## src/rtl/alu4.sv

```systemverilog
// Registered add/subtract unit: one operation accepted per valid cycle,
// result and zero/carry/overflow flags appear one clock later.
module alu4 #(
    parameter int WIDTH = 4
) (
    input  logic             clk,
    input  logic             rst,
    input  logic [WIDTH-1:0] A,
    input  logic [WIDTH-1:0] B,
    input  logic             SELECT,
    input  logic             in_valid,
    output logic [WIDTH-1:0] Out,
    output logic             Zero,
    output logic             Carry,
    output logic             Overflow,
    output logic             out_valid
);

    // Handshake: in_valid qualifies A/B/SELECT on a rising edge; there is no
    // ready, so every valid cycle is accepted and out_valid pulses exactly
    // one cycle later for each accepted operation.

    logic [WIDTH-1:0] b_eff;
    logic [WIDTH:0]   sum;
    logic [WIDTH-1:0] result;
    logic             carry_next;
    logic             overflow_next;

    always_comb begin
        b_eff  = SELECT ? B : ~B;
        sum    = {1'b0, A} + {1'b0, b_eff} + {{WIDTH{1'b0}}, ~SELECT};
        result = sum[WIDTH-1:0];
        // Subtract reports borrow, which is the inverted carry-out of A + ~B + 1.
        carry_next = SELECT ? sum[WIDTH] : ~sum[WIDTH];
        // Comparing against the effective operand covers both add and subtract.
        overflow_next = (A[WIDTH-1] == b_eff[WIDTH-1]) && (result[WIDTH-1] != A[WIDTH-1]);
    end

    always_ff @(posedge clk) begin
        if (rst) begin
            Out       <= '0;
            Zero      <= 1'b1;
            Carry     <= 1'b0;
            Overflow  <= 1'b0;
            out_valid <= 1'b0;
        end else begin
            out_valid <= in_valid;
            if (in_valid) begin
                Out      <= result;
                Zero     <= (result == '0);
                Carry    <= carry_next;
                Overflow <= overflow_next;
            end
        end
    end

endmodule

```

## config.mk

```make
export PLATFORM = sky130hd
export DESIGN_NAME = alu4
export DESIGN_NICKNAME = d
export VERILOG_FILES = /design/src/rtl/alu4.sv
export SDC_FILE = /design/constraint.sdc
export NUM_CORES = 1
export LEC_CHECK = 0
export ABC_CLOCK_PERIOD_IN_PS = 2650
export CAP_MARGIN = 30
export CELL_PAD_IN_SITES_DETAIL_PLACEMENT = 1
export CELL_PAD_IN_SITES_GLOBAL_PLACEMENT = 1
export CORE_MARGIN = 5
export CORE_UTILIZATION = 30
export CTS_CLUSTER_DIAMETER = 80
export DETAILED_ROUTE_END_ITERATION = 12
export GPL_TIMING_DRIVEN = 0
export HOLD_SLACK_MARGIN = 0.08
export PLACE_DENSITY_LB_ADDON = 0.15
export SLEW_MARGIN = 20
export SYNTH_ARGS = -nofsm -noshare
export SYNTH_HDL_FRONTEND = slang
export SYNTH_SLANG_ARGS = --single-unit
export TNS_END_PERCENT = 20
```

## constraint.sdc

```tcl
create_clock -name clk -period 2.65 [get_ports clk]
set_input_delay 0.795 -clock clk [delete_from_list [all_inputs] [get_ports clk]]
set_output_delay 0.795 -clock clk [all_outputs]
set_load 0.1 [all_outputs]
```

==> impl_results.md <==
* Initial antenna violation count at 0
* Bufs and invs on worst path at 1
* Final Hold Viols at 0
* Netlist cell types at 27
* Setup skew after layout at 0 ps
* Worst slew margin at 0.353
* Max Slew Vio Count at 0
* First-pass GRT wire length at 1980 µm
* Hold_buf cts at 0
* Final setup violating endpoints at 0
* Pin count of the biggest net entering global routing at 11
* Cells after Synth at 54
* Overflow after GRT at 0
* Starting density of the core at 0.325
* Net count, final at 92
* Clock transition at path regs at 50 ps
* WS Path Type: flop to output port
* Die area at 2610 µm²
* WP data required at 1860 ps
* Chip Height at 51.1 µm
* I/O pin cnt at 20
* # DRC at 0
* Final hold slack at 485 ps
* CTS Root Cell: clkbuf_4
* Antenna-violating nets left at 0
* CTS tree: yes
* Final Non-Filler Cells at 90
* Inst Count DP at 87
* DRT iter0 DRCs at 5
* Syn Nets at 70
* Number of diodes at 0
* Lkg Pwr at 0.278 nW
* Clock Path Buffers at 2
* Synthesis warning total at 0
* Fmax at 398 MHz
* Worst Hold Class: flop to flop
* Clock Sinks at 8
* Final Power at 0.000444 W
* Post-Route WL at 1120 µm
* Layout cells sized above 1 at 0.108
* Final period util at 0.949
* Max incr delay on CP at 1130 ps
* Maximum vdd drop at around 0.18 mV
* Fillers at 186
* Post-DR wirelength/cell at between 10 and 15 µm
* PD cells at 618 nW/µm²
* Global Route Usage Sum at 0.101
* Crit-path leading delay family: buffers and inverters
* Cts bufs inserted at 3
* Port bufs at 17
* FP Rows at 14
* Layout area overhead at 42.0%
* CORE AREA at 1560 µm²
* Status: finished, final reports clean
* Kind of end point of the critical path: output port
* Skew-Pair Late Insertion Delay at 250 ps
* Via count at 486
* Vias in the first global route at 489
* Critical path's slowest cell: clkdlybuf4s50_1
* Crit path cell chain: clkdlybuf4s50_1
* Syn_area_per_cell at 9.38 µm²
* Crit path DAT at between 1500 and 2000 ps
* Htree depth at 1
* Post-synthesis sequential area ratio at 0.316
* Setup TNS at 0 ps
* Synthesized area at 507 µm²
* RSZ-0062 raised after global routing: no
* Setup bufs post-CTS at 0
* # Max-Cap Violations at 0
* Max FO, Critical Path at 2
* Worst Setup Start Kind: flop
* Drt pass-1 iters at 4
* Vias per cell at ~5.4
* Worst Tran Pin Value at 967 ps
* Final min period at between 2000 and 3000 ps
* Yosys reg bits at 8
* CTS-repair resized insts at 0
* GPL Wtd Cong at 0.755
* Die X at 51.1 µm
-- through the flow --
step	utilization	area [µm²]	setup slack (ps)
floorplan	-	507	391
global placement	0.447	697	29.0
detailed placement	0.447	697	-28.2
CTS	0.461	719	120
global route	0.461	719	80.8
finish	0.461	719	135
-- layout by cell type, fill, tap and decap left out, types with 2 or more instances in the layout --
cell,n
clkdlybuf4s50_1,17
dfxtp_1,8
xnor2_1,6
nor2_1,5
inv_1,3
nand2_1,3
ha_1,3
clkbuf_4,3
clkbuf_1,2
a211oi_1,2
or4_1,2
nand4b_1,2
o21ai_0,2
-- area by class of cell --
| class | count | area (µm²) | area share |
|---|---|---|---|
| tap | 16 | 20.0 | 0.0278 |
| sequential | 8 | 160 | 0.223 |
| timing repair buffer | 17 | 170 | 0.237 |
| clock buffer | 3 | 22.5 | 0.0313 |
| inverter | 3 | 11.3 | 0.0157 |
| buffer | 3 | 18.8 | 0.0261 |
| multi-input combinational | 40 | 317 | 0.440 |
-- routing by layer --
layer	vias to the layer above	share of wire	track usage
met5	-	0	0
met4	0	0.060	0.108
met3	8	0.055	0.0116
met2	19	0.44	0.157
met1	224	0.45	0.116
li1	235	-	-
-- cells in the mapped netlist --
master | number | area, µm²
o211ai_2 | 1 | 12.5
fa_1 | 1 | 20.0
o211ai_1 | 1 | 7.51
xnor2_1 | 6 | 52.6
a211oi_1 | 2 | 15.0
buf_6 | 1 | 11.3
nand2_1 | 3 | 11.3
nand2b_2 | 1 | 8.76
a21o_2 | 1 | 8.76
or3_1 | 1 | 6.26
o21a_1 | 1 | 7.51
o21ai_0 | 2 | 10.0
a311oi_1 | 1 | 8.76
nor3b_1 | 1 | 7.51
o21bai_1 | 1 | 7.51
inv_1 | 3 | 11.3
mux2i_1 | 1 | 10.0
a41oi_2 | 1 | 16.3
a21oi_1 | 1 | 5.00
nor2b_1 | 1 | 6.26
or4_1 | 2 | 15.0
nand2b_1 | 1 | 6.26
dfxtp_1 | 8 | 160
ha_1 | 3 | 37.5
nor2_1 | 5 | 18.8
nand4b_1 | 2 | 17.5
clkbuf_1 | 2 | 7.51
-- final timing paths --
| kind | from | endpoint | depth (start not counted) | slack [ps] |
|---|---|---|---|---|
| worst min register to register | Zero | Zero | 2 | 480 |
| worst max-delay path | Carry | Carry | 1 | 130 |
| worst min-delay path | Zero | Zero | 2 | 480 |
| worst max register to register | Overflow | Overflow | 3 | 1640 |
-- flip-flops by register name, summed over array words and instances, names as in the netlist --
signal	flops
Out	4
Carry	1
Overflow	1
Zero	1
out_valid	1
-- cells by family (layout without fill, tap and decap cells) --
family	after synthesis	count (layout)	share of synthesized area
simple gates	17	17	0.193
compound gates	12	12	0.195
flops	8	8	0.316
xor+xnor	6	6	0.104
buf+inv	6	26	0.0593
fa+ha+maj	4	4	0.114
mux	1	1	0.0198
-- power by group --
part	leakage (nW)	internal [W]	switching [W]	total, W
logic	0.197	0.0000714	0.000141	0.000213
registers	0.0665	0.000133	0.00000579	0.000139
clock network	0.0138	0.0000518	0.0000412	0.0000930
total	0.278	0.000256	0.000188	0.000444
(Power assumes the default switching activity.)
==> RTL edit 1, RTL diff (same settings) <==
Make the reset (`rst`) asynchronous in one clocked block.
--- a/src/rtl/alu4.sv
+++ b/src/rtl/alu4.sv
@@ -38,3 +38,3 @@
 
-    always_ff @(posedge clk) begin
+    always_ff @(posedge clk or posedge rst) begin
         if (rst) begin
Check against the original RTL: differs if rst is asserted again (counterexample within 4 cycles, from zero or initial values and one cycle with rst high); with rst held inactive, the same outputs for 10 cycles.
==> RTL edit 1 against the original RTL <==
- die area is 1.4% higher
- via count shrank 15%
- count of clock-buffer cells in the layout rose by 1
- global-route usage decreased by 0.70 points
- synthesized cell count fell by 11%
- design area rose by 3.1%
- synthesized area rose by 1.7%
- clock skew unchanged
- sequential cell count unchanged
- wire length decreased by 9.3%
- total power increased by 33%
- setup slack worse by 0.025 ns
==> RTL edit 1: results (changes against the original RTL) <==
Status
  – Status: finished clean

Placed design
  – IO Port Bufs: 18 (+1)
  – Area after DPL: 717 µm² (+2.9%)
  – Final Wtd Congestion: 0.734 (-2.8%)
  – Dpl ws: -0.0930 ns (-0.0648 ns)
  – DP Cell Count: 83 (-4.6%)

Routing
  – Overall routed net length: 1020 µm (-9.3%)
  – DR pass1 iterations: 1 (-3)
  – Vias per Instance: 4.72 (-13%)
  – Vias after detailed routing: 411 (-15%)
  – Initial DRC count: 0 (-5)

Logic synthesis
  – Unique masters post-synth: 26 (-3.7%)
  – Synth Instances: 48 (-11%)
  – Post-synth top cells: dfrtp_1 (7), xnor2_1 (6), inv_1 (5)
  – Mapped Nets: 64 (-8.6%)
  – EDFF count, synth: 0 (unchanged)
  – Sequential share of the synthesized area: 39.1% (+7.5 points)
  – Largest cells by area after synthesis: dfrtp_1 (34%), xnor2_1 (10%), ha_1 (7.3%)
  – Async set-or-reset flop fraction in the synthesized netlist: 100% (+100 points)

GRT
  – Vias in the first global route: 430 (-12%)
  – GRT Total Usage: 9.43% (-0.70 points)
  – First-pass GRT wire length: 1760 µm (-11%)

Power
  – P_leak: 0.310 nW (+12%)
  – Maximum vdd drop: 0.237 mV (+31%)

Final layout
  – Share of cells above drive strength 1: 14.3% (+3.5 points)
  – Final #Nets: 87 (-5.4%)
  – Layout fillers: 196 (+5.4%)
  – Max FFs per register: 4 (unchanged)

Worst setup path
  – Worst path arrival time: 1.75 ns (+0.03 ns)
  – Crit-path max FO: 2 (unchanged)
  – Worst setup path startpoint: Carry$_DFFE_PP0P_
  – Reg2Reg Launch Point: Zero$_DFFE_PP1P_
  – CP delay by family, top: buffers and inverters
  – FF-to-FF End: Zero$_DFFE_PP1P_
  – R2R setup slack: 1.88 ns (+0.24 ns)
  – Worst-case reg-to-reg path depth: 2 (-1)

Min path
  – Hold Startpoint: Zero$_DFFE_PP1P_
  – Hold path endpoint: Zero$_DFFE_PP1P_

Timing
  – Minimum hold slack: 0.483 ns (-0.00157 ns)
  – Final min period: 2.54 ns (+0.0251 ns)
  – Worst Max-Slew Pin Slew: 0.971 ns (+0.00418 ns)
## RTL edit 1: cell count changes in the layout (fill, tap and decap cells not counted), moves of 2 or more
| cell | before | now |
|---|---|---|
| a211oi_1 | 2 | 0 |
| a21oi_1 | 1 | 3 |
| nand4b_1 | 2 | 0 |
| dfxtp_1 | 8 | 0 |
| inv_1 | 3 | 5 |
| nor2_1 | 5 | 3 |
| mux2_2 | 0 | 2 |
| or4_1 | 2 | 0 |
| nand2_1 | 3 | 1 |
| dfrtp_1 | 0 | 7 |
## RTL edit 1: report_power, final
group / total, mW / leakage, nW / internal (mW) / switching [mW]
combinational: 0.330 / 0.203 / 0.0962 / 0.234
sequential: 0.158 / 0.0920 / 0.147 / 0.0110
clock: 0.103 / 0.0150 / 0.0578 / 0.0453
total: 0.591 / 0.310 / 0.301 / 0.290
## RTL edit 1: layer usage
metal	track usage [%]	wire length, µm	share of wire [%]
met1	10.6	434	43
met2	13.8	438	43
met3	1.17	89	8.7
met4	11.8	55	5.4
met5	0	0	0
## RTL edit 1: kinds of logic (layout without fill, tap and decap cells)
group           Yosys count  in the layout  synth area share, %
buf+inv                   7             29                 6.55
flops                     8              8                 39.1
simple gates             11             11                 13.4
mux                       2              2                 4.37
compound gates            9              9                 13.6
fa+ha+maj                 4              4                 11.2
xor+xnor                  7              7                 11.9
## RTL edit 1: repair_timing
action                                  4_1_cts  5_1_grt
gates resized for setup                       1        0
hold buffers                                  0        0
endpoints found under the setup margin        1        0
## RTL edit 1: final cells by class
class / instances / area (µm²) / share of cell area [%]
tap: 17 / 21.3 / 2.87
sequential: 8 / 201 / 27.2
multi-input combinational: 33 / 280 / 37.8
inverter: 5 / 18.8 / 2.53
clock buffer: 4 / 26.3 / 3.54
buffer: 2 / 15.0 / 2.02
timing repair buffer: 18 / 179 / 24.1
==> RTL edit 2, RTL diff (config.mk and constraints unchanged) <==
Made on the original files. `WIDTH`: 4 -> 5.
--- a/src/rtl/alu4.sv
+++ b/src/rtl/alu4.sv
@@ -3,3 +3,3 @@
 module alu4 #(
-    parameter int WIDTH = 4
+    parameter int WIDTH = 5
 ) (
Interface: changed (resized A, B and Out); port bits go from 20 to 23. The function was not compared with the original's and may differ.
==> RTL edit 2 against the original RTL <==
- total power rose by 24%
- critical path type is now primary input to register
- sequential cell count up 1
- worst hold slack gained 0.0041 ns
- setup slack lost 0.075 ns
- synthesized area up 22%
- non-clock buffer count increased by 5
- design area rose by 28%
- critical endpoint is now Carry$_SDFFE_PP0P_
- die area up 17%
- wire length increased by 26%
- highest routed layer is now met3
==> RTL edit 2: results (changes against the original RTL) <==
Power
  – Net switching power: 0.236 mW (+25%)
  – Maximum vdd drop: 0.361 mV (+100%)
  – P_leak: 0.375 nW (+35%)

GRT
  – First-pass GRT wire length: 2330 µm (+17%)
  – GRT Total Usage: 9.26% (-0.87 points)
  – Vias in the first global route: 549 (+12%)
  – Pin count of the biggest net entering global routing: 11 (unchanged)

Logic synthesis
  – Async set-or-reset flop fraction in the synthesized netlist: 0% (unchanged)
  – Post-synth top cells: dfxtp_1 (9), nor2_1 (8), xnor2_1 (7)
  – Sequential share of the synthesized area: 29.1% (-2.5 points)
  – Warning count from the yosys run: 0 (unchanged)
  – Largest cells by area after synthesis: dfxtp_1 (29%), xnor2_1 (9.9%), ha_1 (8.1%)
  – Mean Syn Cell Area: 9.37 µm² (-0.20%)
  – Unique masters post-synth: 30 (+11%)
  – Mapped Nets: 84 (+20%)

Final layout
  – Share of cells above drive strength 1: 18.5% (+7.7 points)
  – Final Cell Area: 920 µm² (+28%)
  – Finished Layout Cells: 119 (+32%)
  – Layout fillers: 249 (+34%)
  – Max FFs per register: 5 (+1)
  – Antenna cells: 0 (unchanged)

Status
  – Status: finished clean

Timing
  – Worst Max-Slew Pin Slew: 0.969 ns (+0.00213 ns)
  – Fmax: 0.386 GHz (-2.9%)
  – Final Max Slew Viols: 0 (unchanged)
  – Minimum hold slack: 0.489 ns (+0.00407 ns)
  – Worst Skew: 0 ns (unchanged)

Routing
  – DR pass1 iterations: 4 (unchanged)
  – Initial DRC count: 2 (-3)
  – Drt wl/cell: 11.9 µm (-4.5%)
  – Vias after detailed routing: 571 (+17%)

Placed design
  – Dpl ws: -0.247 ns (-0.219 ns)
  – DP HPWL: 1110 µm
  – DP Cell Count: 112 (+29%)
  – Final Wtd Congestion: 0.626 (-17%)
  – Area after DPL: 842 µm² (+21%)
  – IO Port Bufs: 19 (+2)

Worst setup path
  – Crit-path max FO: 3 (+1)
  – R2R setup slack: 1.89 ns (+0.25 ns)
  – Worst path arrival time: 2.75 ns (+1.03 ns)

Clocking
  – CTS max path bufs: 2 (unchanged)
  – Number of CTS-inserted buffers: 3 (unchanged)
  – H-tree lvl count: 1 (unchanged)
==> RTL edit 2: cell types whose count changed in the layout (fill, tap and decap cells not counted), moves of 3 or more <==
| cell | before | now |
|---|---|---|
| nand2_1 | 3 | 0 |
| buf_4 | 0 | 4 |
| nor2_1 | 5 | 8 |
| xor2_1 | 0 | 3 |
==> RTL edit 2: what timing repair did <==
| item | 4_1_cts | 5_1_grt |
|---|---|---|
| resized for setup | 0 | 5 |
| setup endpoints to repair | 0 | 1 |
| buffers inserted | 0 | 3 |
==> RTL edit 2: final cells by class <==
type	instances	share of cell area, %
Multi-Input combinational cell	50	47.5
Timing Repair Buffer	22	23.1
Sequential cell	9	19.6
Tap cell	27	3.67
Clock buffer	4	2.86
Buffer	3	1.63
Inverter	4	1.63
==> RTL edit 2: final timing paths <==
check	to	depth (start not counted)	startpoint
max	Carry$_SDFFE_PP0P_	9	B[3]
min	Overflow$_SDFFE_PP0P_	2	Overflow$_SDFFE_PP0P_
max reg2reg	Out[0]$_SDFFE_PP0P_	2	Out[0]$_SDFFE_PP0P_
min reg2reg	Overflow$_SDFFE_PP0P_	2	Overflow$_SDFFE_PP0P_
==> RTL edit 2: logic make-up (layout without fill, tap and decap cells) <==
logic type | Yosys count | count (layout) | share of synthesized area, %
XOR/XNOR | 10 | 10 | 14.2
buffers and inverters | 7 | 33 | 4.86
AND/OR/NAND/NOR | 20 | 20 | 22.1
AO/OA/AOI/OAI | 13 | 13 | 16.8
adder cells (fa/ha/maj) | 4 | 4 | 8.10
flip-flops | 9 | 9 | 29.1
multiplexers | 3 | 3 | 4.86
==> RTL edit 2: per-layer routing <==
metal  up-vias  share of wire [%]  GRT usage (%)
met3         0                5.4           4.90
met1       264                 43           11.0
met5         -                  0              0
li1        290                  -              -
met2        17                 52           14.7
met4         0                  0           2.08
==> RTL edit 2: critical path, stage by stage <==
cell and delay [ns]:
clkdlybuf4s50_1 0.41, xnor2_1 0.13, ha_1 0.34, and2_4 0.17, and4_4 0.28, o31ai_4 0.07
buf_4 0.14, a21o_1 0.17, a311oi_2 0.25
==> RTL edit 2: power by group through the flow <==
stage	Clock [mW]	Sequential [mW]	Combinational, mW
2_1_floorplan	0	0.260	0.106
3_3_place_gp	0	0.159	0.270
3_5_place_dp	0	0.159	0.272
4_1_cts	0.109	0.156	0.273
5_1_grt	0.123	0.158	0.310
6_report	0.103	0.156	0.292
